===== src/rtl/imem_uart_loader.sv =====
// UART program loader: receives a length-prefixed image over 8N1 serial and writes it word by word into instruction memory.
// Build option IMEM_LOADER_CHECKSUM_EN adds a trailing XOR checksum byte check (CHK state).
module imem_uart_loader #(
  parameter int CLKS_PER_BIT = 10417,
  parameter int ADDR_WIDTH   = 14
) (
  input  logic                  clk,
  input  logic                  rst,
  input  logic                  start,
  input  logic                  rx,
  output logic                  prog_active,
  output logic                  imem_we,
  output logic [ADDR_WIDTH-1:0] imem_addr,
  output logic [31:0]           imem_wdata,
  output logic [15:0]           word_count,
  output logic                  done,
  output logic                  err
);
  localparam int TW = $clog2(CLKS_PER_BIT);
  localparam logic [TW-1:0] BIT_LAST  = TW'(CLKS_PER_BIT - 1);
  localparam logic [TW-1:0] HALF_LAST = TW'(CLKS_PER_BIT / 2 - 1);
  localparam logic [16:0]   DEPTH     = 17'(1) << ADDR_WIDTH;

  // Sync flops reset high so a start held high through reset release is not seen as an edge.
  logic rx_s1, rx_s, start_s1, start_s2, start_q, start_edge;
  always_ff @(posedge clk or negedge rst) begin
    if (!rst) begin
      rx_s1 <= 1'b1; rx_s <= 1'b1;
      start_s1 <= 1'b1; start_s2 <= 1'b1; start_q <= 1'b1;
    end else begin
      rx_s1 <= rx; rx_s <= rx_s1;
      start_s1 <= start; start_s2 <= start_s1; start_q <= start_s2;
    end
  end
  assign start_edge = start_s2 & ~start_q;

  typedef enum logic [1:0] {R_IDLE, R_START, R_DATA, R_STOP} rx_state_t;
  rx_state_t r_state, r_next;
  logic [TW-1:0] timer, t_next;
  logic [2:0] bit_cnt, b_next;
  logic [7:0] rx_byte, sh_next;
  logic byte_valid, bv_next, frame_err, fe_next;

  always_ff @(posedge clk or negedge rst) begin
    if (!rst) begin
      r_state <= R_IDLE; timer <= '0; bit_cnt <= '0; rx_byte <= '0;
      byte_valid <= 1'b0; frame_err <= 1'b0;
    end else begin
      r_state <= r_next; timer <= t_next; bit_cnt <= b_next; rx_byte <= sh_next;
      byte_valid <= bv_next; frame_err <= fe_next;
    end
  end

  always_comb begin
    r_next = r_state; t_next = timer; b_next = bit_cnt; sh_next = rx_byte;
    bv_next = 1'b0; fe_next = 1'b0;
    case (r_state)
      R_IDLE: if (!rx_s) begin r_next = R_START; t_next = HALF_LAST; end
      R_START:
        if (timer == '0) begin
          if (!rx_s) begin r_next = R_DATA; t_next = BIT_LAST; b_next = '0; end
          else r_next = R_IDLE;
        end else t_next = timer - TW'(1);
      R_DATA:
        if (timer == '0) begin
          sh_next = {rx_s, rx_byte[7:1]};
          t_next  = BIT_LAST;
          if (bit_cnt == 3'd7) r_next = R_STOP;
          else b_next = bit_cnt + 3'd1;
        end else t_next = timer - TW'(1);
      R_STOP:
        if (timer == '0) begin
          r_next = R_IDLE;
          if (rx_s) bv_next = 1'b1;
          else fe_next = 1'b1;
        end else t_next = timer - TW'(1);
      default: r_next = R_IDLE;
    endcase
  end

`ifdef IMEM_LOADER_CHECKSUM_EN
  typedef enum logic [2:0] {IDLE, HDR0, HDR1, DATA, CHK, DONE, ERR} ld_state_t;
  localparam ld_state_t AFTER_DATA = CHK;
  logic [7:0] csum;
`else
  typedef enum logic [2:0] {IDLE, HDR0, HDR1, DATA, DONE, ERR} ld_state_t;
  localparam ld_state_t AFTER_DATA = DONE;
`endif
  ld_state_t state, nxt;
  logic [15:0] n_cnt, n_full;
  logic [ADDR_WIDTH-1:0] addr;
  logic [1:0] byte_idx;
  logic [23:0] word_buf;
  logic load_ok, last_word;

  assign load_ok     = (state == IDLE) || (state == DONE) || (state == ERR);
  assign n_full      = {rx_byte, n_cnt[7:0]};
  assign last_word   = (byte_idx == 2'd3) && (word_count + 16'd1 == n_cnt);
  assign prog_active = !load_ok;
  assign done        = (state == DONE);
  assign err         = (state == ERR);

  always_ff @(posedge clk or negedge rst) begin
    if (!rst) state <= IDLE;
    else      state <= nxt;
  end

  always_comb begin
    nxt = state;
    case (state)
      IDLE, DONE, ERR: if (start_edge) nxt = HDR0;
      HDR0: if (frame_err) nxt = ERR; else if (byte_valid) nxt = HDR1;
      HDR1:
        if (frame_err) nxt = ERR;
        else if (byte_valid) begin
          if ({1'b0, n_full} > DEPTH) nxt = ERR;
          else if (n_full == 16'd0)   nxt = AFTER_DATA;
          else                        nxt = DATA;
        end
      DATA: if (frame_err) nxt = ERR; else if (byte_valid && last_word) nxt = AFTER_DATA;
`ifdef IMEM_LOADER_CHECKSUM_EN
      CHK:
        if (frame_err) nxt = ERR;
        else if (byte_valid) nxt = (rx_byte == csum) ? DONE : ERR;
`endif
      default: nxt = IDLE;
    endcase
  end

  always_ff @(posedge clk or negedge rst) begin
    if (!rst) begin
      imem_we <= 1'b0; imem_addr <= '0; imem_wdata <= '0; word_count <= '0;
      n_cnt <= '0; addr <= '0; byte_idx <= '0; word_buf <= '0;
`ifdef IMEM_LOADER_CHECKSUM_EN
      csum <= '0;
`endif
    end else begin
      imem_we <= 1'b0;
      if (load_ok && start_edge) begin
        word_count <= '0; addr <= '0; byte_idx <= '0; n_cnt <= '0;
`ifdef IMEM_LOADER_CHECKSUM_EN
        csum <= '0;
`endif
      end else if (byte_valid) begin
        case (state)
          HDR0: n_cnt[7:0]  <= rx_byte;
          HDR1: n_cnt[15:8] <= rx_byte;
          DATA: begin
`ifdef IMEM_LOADER_CHECKSUM_EN
            csum <= csum ^ rx_byte;
`endif
            byte_idx <= byte_idx + 2'd1;
            case (byte_idx)
              2'd0: word_buf[7:0]   <= rx_byte;
              2'd1: word_buf[15:8]  <= rx_byte;
              2'd2: word_buf[23:16] <= rx_byte;
              default: begin
                imem_we    <= 1'b1;
                imem_addr  <= addr;
                imem_wdata <= {rx_byte, word_buf};
                addr       <= addr + 1'b1;
                word_count <= word_count + 16'd1;
              end
            endcase
          end
          default: ;
        endcase
      end
    end
  end
endmodule


===== config.mk =====
export PLATFORM = sky130hd
export DESIGN_NAME = imem_uart_loader
export DESIGN_NICKNAME = d
export VERILOG_FILES = /design/src/rtl/imem_uart_loader.sv
export SDC_FILE = /design/constraint.sdc
export NUM_CORES = 1
export LEC_CHECK = 0
export CELL_PAD_IN_SITES_DETAIL_PLACEMENT = 0
export CELL_PAD_IN_SITES_GLOBAL_PLACEMENT = 2
export CORE_AREA = 5 5 179 129
export DETAILED_ROUTE_END_ITERATION = 10
export DIE_AREA = 0 0 184 134
export GPL_TIMING_DRIVEN = 0
export MAX_ROUTING_LAYER = met4
export PLACE_DENSITY = 0.85
export SLEW_MARGIN = 10
export SYNTH_ARGS = -nofsm -noshare
export SYNTH_HDL_FRONTEND = slang
export SYNTH_SLANG_ARGS = --single-unit

===== constraint.sdc =====
create_clock -name clk -period 6.9 [get_ports clk]
set_clock_uncertainty 0.15 [all_clocks]
set_input_delay 0.69 -clock clk [delete_from_list [all_inputs] [get_ports clk]]
set_output_delay 0.69 -clock clk [all_outputs]
set_load 0.005 [all_outputs]

==> flow_metrics.py, run 1 <==
metrics = {
    "status": {
        "outcome": "finished clean",
    },
    "placement": {
        "place_area_mm2": 0.00840,
        "port_buffers": 69,
        "dp_slack_ps": 3580,
        "post-dp-hpwl_um": 12500,
        "place.gp.congestion": 0.835,
    },
    "logic_synthesis": {
        "netlist_instances": 762,
        "synth_top_area_share_pct": 51.6,
        "synth.ff_latch_count": 156,
        "yosysMostFrequentCell": "sky130_fd_sc_hd__nand2_1",
        "ys.warnings.count": 0,
        "yosys-top-cells-area": "sky130_fd_sc_hd__dfrtp_1, sky130_fd_sc_hd__nand2_1, sky130_fd_sc_hd__mux2_2, sky130_fd_sc_hd__o21ai_0, sky130_fd_sc_hd__ha_1",
        "synth_commonest_cells": "sky130_fd_sc_hd__nand2_1, sky130_fd_sc_hd__dfrtp_1, sky130_fd_sc_hd__o21ai_0",
        "syn-mean-instance-area_um2": 9.61,
        "async_flop_share_pct": 100,
        "post_synth_instance_area_mm2": 0.00732,
        "ys_dominant_reg_cell": "sky130_fd_sc_hd__dfrtp_1",
        "synth_seq_area_share_pct": 53.4,
        "synth_edf_count": 0,
        "yosysUniqueCellTypes": 59,
        "postSynthNetCount": 781,
        "synth_top_area_cell": "sky130_fd_sc_hd__dfrtp_1",
    },
    "sta": {
        "post-route-period-util_pct": 49.2,
        "finalSetupViolations": 0,
        "max_slew.worst_pin.slew_ps": 872,
        "setup_total_negative_slack_ps": 0,
        "rsz0062_at_grt": "false",
        "fin_ws_ps": 3510,
        "period_needed_ps": 3390,
        "report.final.slew_viol_count": 0,
        "final-hold-violation-count": 0,
        "maxClockFrequency_ghz": 0.295,
        "max_slew_margin_pct": 41.8,
    },
    "clock_network": {
        "clock_latency_on_the_worst_skew_pair_ps": 440,
        "numCtsBuffers": 17,
        "worst_setup_hold_path_clk_slew_ps": 80,
        "cts-root-to-sink-buffers": 2,
        "count_of_h_tree_levels_built_during_cts": 4,
        "tritoncts_num_sinks": 156,
        "clock_tree.root_cell": "sky130_fd_sc_hd__clkbuf_16",
        "ctsHoldBuffers": 0,
        "post-cts-setup-buffers": 0,
        "postCtsResizedCells": 0,
        "tritoncts": "done",
    },
    "floorplanning": {
        "floorplan.initialDensity_pct": 34.4,
        "fp.coreArea_mm2": 0.0213,
        "floorplan.io_pins": 70,
        "placementRows": 45,
        "fp.dieW_um": 184,
        "die_height_um": 134,
        "dieArea_mm2": 0.0247,
    },
    "drt": {
        "dr_wl_met3_um": 690,
        "drc_errors": 0,
        "detailedRoute.firstIterationViolations": 421,
        "via_count": 5679,
        "antenna_left": 0,
        "route.detailed.vias_per_inst": 4.96,
        "detailedRoute.firstPassIterationCount": 5,
        "top_layer_used": "met4",
        "routedLengthMet1_um": 9830,
        "wl_met2_um": 7650,
        "post_drt_wl_per_cell_um": 16.0,
        "drt-total-wl_um": 18300,
    },
    "global_route": {
        "via_count_of_the_first_global_routing_pass": 5585,
        "grt_antenna_before_repair": 0,
        "overflow": 0,
        "grt_pass1_wl_um": 30600,
        "global_route.usage.total_pct": 16.1,
        "grt_start_max_net_pins": 106,
    },
    "setup_path": {
        "kind_of_start_point_of_the_critical_path": "flip-flop",
        "critical_path_buf_inv_count": 1,
        "crit_chain": "ha_1, buf_2, nand3_1, or3_1, a211oi_1, nand4_1, or4_1, o31ai_1, o31ai_1",
        "cp_max_fo": 9,
        "critical_path_class": "flip-flop to flip-flop",
        "crit_path_top_delay_cell": "sky130_fd_sc_hd__or4_1",
        "path_delay_family": "simple AND/OR/NAND/NOR gates",
        "cp.arrival_ps": 3540,
        "critPathMaxStageDelay_ps": 600,
        "kind_of_end_point_of_the_critical_path": "flip-flop",
        "crit_required_ps": 7050,
        "crit_top_cell": "sky130_fd_sc_hd__o31ai_1",
    },
    "finish": {
        "fill_cells": 2125,
        "antenna_cells_inserted": 0,
        "final_core_util_pct": 42.4,
        "layout.cell_area.non_filler_mm2": 0.00902,
        "areaGrowthSynthToFinish_pct": 23.2,
        "fraction_of_layout_cells_with_a_size_suffix_above_1_pct": 10.4,
        "finish.net_count": 870,
    },
    "pwr": {
        "powerDensity_mw_per_mm2": 211,
        "vdd.ir_drop.worst_v": 0.000134,
        "p_leak_nw": 4.17,
        "total_power_mw": 1.90,
    },
    "hold_path": {
        "hold_path_class": "input pin to async pin",
    },
    "job": {
        "cap_viol_max_count": 0,
    },
}
layout make-up:
type / instances / area, µm² / area share [%]
Buffer: 42 / 164 / 1.82
Timing Repair Buffer: 70 / 723 / 8.02
Multi-Input combinational cell: 549 / 3190 / 35.4
Inverter: 15 / 56.3 / 0.624
Clock buffer: 17 / 425 / 4.72
Clock inverter: 15 / 199 / 2.21
Tap cell: 282 / 353 / 3.91
Sequential cell: 156 / 3910 / 43.3
final timing paths:
kind	startpoint	to	slack, ps	cells past startpoint
max in group asynchronous	rst	imem_addr[13]	5730	2
worst max register to register	word_count[1]	state[1]	3510	9
worst min-delay path	rst	word_count[7]	3	1
min in group clk	rx_s1	rx_s	210	0
worst min register to register	rx_s1	rx_s	210	0
worst max-delay path	word_count[1]	state[1]	3510	9
worst reg2reg max path: cells and delay by family, from the launching register on:
family                     cells  cell delay [ps]
DFF                            1              510
buffers and inverters          1              200
AOI/OAI and AO/OA              3              790
adders and majority gates      1              190
and+or+nand+nor                4             1410
logic make-up (layout without fill, tap and decap cells):
logic type | after synthesis | in the layout | synth area share, %
AND/OR/NAND/NOR | 346 | 346 | 21.3
flip-flops | 156 | 156 | 53.4
AO/OA/AOI/OAI | 120 | 120 | 10.4
buffers and inverters | 57 | 159 | 3.01
multiplexers | 36 | 36 | 5.47
XOR/XNOR | 32 | 32 | 3.83
adder cells (fa/ha/maj) | 15 | 15 | 2.56
placed cells by master, fill, tap and decap left out, types with 3 or more instances in the layout:
master and instances:
sky130_fd_sc_hd__nor2b_1 4, sky130_fd_sc_hd__a31oi_1 8, sky130_fd_sc_hd__o31ai_1 11, sky130_fd_sc_hd__clkbuf_16 17, sky130_fd_sc_hd__nor3_1 16, sky130_fd_sc_hd__dfstp_2 5
sky130_fd_sc_hd__clkdlybuf4s50_1 68, sky130_fd_sc_hd__inv_8 3, sky130_fd_sc_hd__and3_1 8, sky130_fd_sc_hd__clkinv_8 8, sky130_fd_sc_hd__a21oi_1 19, sky130_fd_sc_hd__xor2_1 20
sky130_fd_sc_hd__mux2_2 32, sky130_fd_sc_hd__and4_1 3, sky130_fd_sc_hd__dfrtp_1 151, sky130_fd_sc_hd__nand3_1 8, sky130_fd_sc_hd__nand2b_1 5, sky130_fd_sc_hd__o21ai_0 45
sky130_fd_sc_hd__clkbuf_1 37, sky130_fd_sc_hd__o22a_1 3, sky130_fd_sc_hd__inv_1 14, sky130_fd_sc_hd__a22o_1 10, sky130_fd_sc_hd__or3_1 5, sky130_fd_sc_hd__nand2_1 213
sky130_fd_sc_hd__ha_1 15, sky130_fd_sc_hd__xnor2_1 12, sky130_fd_sc_hd__nand4_1 10, sky130_fd_sc_hd__mux2i_1 4, sky130_fd_sc_hd__a211oi_1 3, sky130_fd_sc_hd__o21ai_1 3
sky130_fd_sc_hd__nor4_1 10, sky130_fd_sc_hd__buf_2 4, sky130_fd_sc_hd__nor2_1 43
through the flow:
| stage | hold WS [ps] | std cells |
|---|---|---|
| floorplan | 195 | 762 |
| global placement | 197 | 1113 |
| detailed placement | 198 | 1114 |
| CTS | 11.0 | 1146 |
| global route | 27.4 | 1146 |
| finish | 2.79 | 1146 |
layer usage:
metal / vias up / track usage [%]
li1: 2787 / -
met1: 2787 / 24.3
met2: 94 / 21.9
met3: 11 / 3.52
met4: 0 / 3.61
met5: - / -
report_power, final:
part           internal [mW]  switching (mW)  leakage [nW]
Combinational        0.00412          0.0192          1.75
Clock                  0.495           0.468         0.300
Sequential             0.916        0.000599          2.12
Total                   1.41           0.488          4.17
state kept, by name, summed over array words and instances (netlist names), 2 cells and up, named ones only:
register,flops
n_cnt,16
imem_addr,14
bit_cnt,3
byte_idx,2
addr,14
rx_byte,8
word_buf,24
state,3
imem_wdata,32
word_count,16
timer,14
No activity file was read; power rests on OpenSTA's default activity.
==> inputs of run 2 (changes only) <==
==> constraint.sdc (replaced) <==
create_clock -name clk -period 3.3 [get_ports clk]
set_clock_uncertainty 0.15 [all_clocks]
set_input_delay 0.33 -clock clk [delete_from_list [all_inputs] [get_ports clk]]
set_output_delay 0.33 -clock clk [all_outputs]
set_load 0.005 [all_outputs]
==> flow_metrics.py, run 2 (synthesis results as in run 1) <==
metrics = {
    "status": {
        "outcome": "finished clean",
    },
    "sta": {
        "final.hold.worst_slack_ps": 143,
        "finalSetupViolations": 0,
        "period_needed_ps": 3120,
        "maxClockFrequency_ghz": 0.320,
        "max_slew_margin_pct": 42.3,
        "final-hold-violation-count": 0,
        "post-route-period-util_pct": 94.6,
        "max_slew.worst_pin.slew_ps": 864,
        "rsz0062_at_grt": "false",
        "report.final.slew_viol_count": 0,
    },
    "setup_path": {
        "r2r-start": "timer[0]",
        "ff2ff_setup_slack_ps": 180,
        "kind_of_end_point_of_the_critical_path": "flip-flop",
        "reg2reg_to": "timer[3]",
        "kind_of_start_point_of_the_critical_path": "flip-flop",
        "crit_required_ps": 3470,
        "r2r.worst_path.cells": 9,
        "cp_max_fo": 6,
        "cp.arrival_ps": 3290,
        "critical_path_class": "flip-flop to flip-flop",
    },
    "job": {
        "cap_viol_max_count": 0,
    },
    "drt": {
        "drt-total-wl_um": 18200,
        "detailedRoute.firstIterationViolations": 469,
        "post_drt_wl_per_cell_um": 15.9,
        "detailedRoute.firstPassIterationCount": 5,
        "route.detailed.vias_per_inst": 4.94,
        "drc_errors": 0,
        "antenna_left": 0,
        "via_count": 5666,
    },
    "clock_network": {
        "cts-root-to-sink-buffers": 2,
        "worst_setup_hold_path_clk_slew_ps": 80,
        "tritoncts": "done",
        "numCtsBuffers": 17,
        "clock_tree.root_cell": "sky130_fd_sc_hd__clkbuf_16",
        "count_of_h_tree_levels_built_during_cts": 4,
        "tritoncts_num_sinks": 156,
        "clock_latency_on_the_worst_skew_pair_ps": 440,
    },
    "placement": {
        "place.gp.congestion": 0.835,
        "port_buffers": 69,
        "post-dp-hpwl_um": 12500,
        "placed_cells_incl_taps": 1114,
    },
    "finish": {
        "finish.net_count": 872,
        "layout_common_cells": "sky130_fd_sc_hd__nand2_1, sky130_fd_sc_hd__dfrtp_1, sky130_fd_sc_hd__clkdlybuf4s50_1",
        "finish.cell_count_without_fillers": 1148,
        "fraction_of_layout_cells_with_a_size_suffix_above_1_pct": 10.9,
        "final_common_cell": "sky130_fd_sc_hd__nand2_1",
        "fill_cells": 2123,
        "top_register": "imem_wdata",
        "areaGrowthSynthToFinish_pct": 23.6,
        "final_core_util_pct": 42.5,
        "reg.largest.list": "imem_wdata (32), word_buf (24)",
        "largest_register_ff_count": 32,
        "antenna_cells_inserted": 0,
    },
    "hold_path": {
        "min_path_cells": 1,
        "timing.hold.worst_endpoint": "start_s1",
        "hold_path_class": "input pin to flip-flop",
        "worst_hold_startpoint": "start",
    },
    "floorplanning": {
        "fp.dieW_um": 184,
        "floorplan.io_pins": 70,
        "dieArea_mm2": 0.0247,
        "fp.coreArea_mm2": 0.0213,
        "placementRows": 45,
        "floorplan.initialDensity_pct": 34.4,
        "die_height_um": 134,
    },
    "pwr": {
        "powerDensity_mw_per_mm2": 439,
        "vdd.ir_drop.worst_v": 0.000274,
        "p_leak_nw": 4.18,
    },
    "global_route": {
        "grt_antenna_before_repair": 0,
        "global_route.usage.total_pct": 16.1,
        "overflow": 0,
        "grt_start_max_net_pins": 106,
        "via_count_of_the_first_global_routing_pass": 5590,
        "grt_pass1_wl_um": 30700,
    },
}
==> run 2: changes by cell type in the layout (fill, tap and decap cells not counted), sizes merged <==
| cell | previous run | this run |
|---|---|---|
| dlygate4sd3 | 0 | 1 |
| buf | 6 | 7 |
==> run 2: how the worst max path moves through the flow <==
stage / start / end / depth (start not counted) / slack, ps
4_1_cts: word_count[1] / state[1] / 9 / 30
3_3_place_gp: rst / timer[0] / 1 / -4940
5_1_grt: word_count[0] / state[1] / 8 / 10
2_1_floorplan: timer[0] / timer[9] / 9 / 390
6_report: timer[0] / timer[3] / 9 / 180
3_5_place_dp: word_count[1] / state[1] / 9 / -20
==> run 2: cell type report <==
type,count,area [µm²],area share (%)
Clock buffer,17,425,4.70
Timing Repair Buffer,72,741,8.19
Inverter,15,56.3,0.622
Sequential cell,156,3910,43.2
Multi-Input combinational cell,549,3200,35.4
Buffer,42,164,1.81
Tap cell,282,353,3.90
Clock inverter,15,199,2.20
==> run 2: timing repair <==
action | in CTS | in global routing
buffers inserted | 0 | 1
gates resized for setup | 1 | 2
endpoints found under the hold margin | 51 | 0
pin swaps | 0 | 1
hold buffers | 1 | 0
setup endpoints to repair | 2 | 7
==> run 2: power by group <==
part / internal (mW) / leakage [nW] / total, mW / switching [mW]
clock network: 1.03 / 0.300 / 2.00 / 0.968
registers: 1.92 / 2.12 / 1.92 / 0.00112
logic: 0.00932 / 1.76 / 0.0497 / 0.0404
total: 2.96 / 4.18 / 3.97 / 1.01
==> run 2: stage by stage <==
step	setup WS [ps]	power, mW	setup TNS (ps)	area, µm²
2_1_floorplan	393	1.96	0	7320
5_1_grt	11.7	4.12	0	9050
4_1_cts	31.9	4.04	0	9030
6_report	178	3.97	0	9050
3_5_place_dp	-21.1	2.01	-21.1	8400
3_3_place_gp	-4940	2.00	-758560	8360
==> run 2: critical path, stage by stage (launching register included) <==
cell	delay (ps)
sky130_fd_sc_hd__dfrtp_1	380
sky130_fd_sc_hd__inv_1	110
sky130_fd_sc_hd__ha_1	230
sky130_fd_sc_hd__or4b_4	520
sky130_fd_sc_hd__or4b_4	550
sky130_fd_sc_hd__or3_4	410
sky130_fd_sc_hd__a21oi_2	320
sky130_fd_sc_hd__nor2_1	70
sky130_fd_sc_hd__a21oi_1	180
sky130_fd_sc_hd__o2bb2ai_1	90
==> run 2: layer usage <==
metal / part of all wire [%] / GRT usage (%) / vias to the layer above / wire [µm]
met2: 43 / 21.9 / 88 / 7870
met3: 3.5 / 3.50 / 4 / 645
met1: 53 / 24.3 / 2784 / 9660
met4: 0.39 / 3.61 / 0 / 71
met5: 0 / - / - / 0
li1: - / - / 2790 / -
==> inputs of run 3 (changes only) <==
--- a/config.mk
+++ b/config.mk
@@ -8,6 +8,7 @@
 export CELL_PAD_IN_SITES_DETAIL_PLACEMENT = 0
 export CELL_PAD_IN_SITES_GLOBAL_PLACEMENT = 2
 export CORE_AREA = 5 5 179 129
+export CTS_CLUSTER_SIZE = 8
 export DETAILED_ROUTE_END_ITERATION = 10
 export DIE_AREA = 0 0 184 134
 export GPL_TIMING_DRIVEN = 0
==> results of run 3 <==
Same layout as run 2: the final DEF is identical, and so are final timing and power.
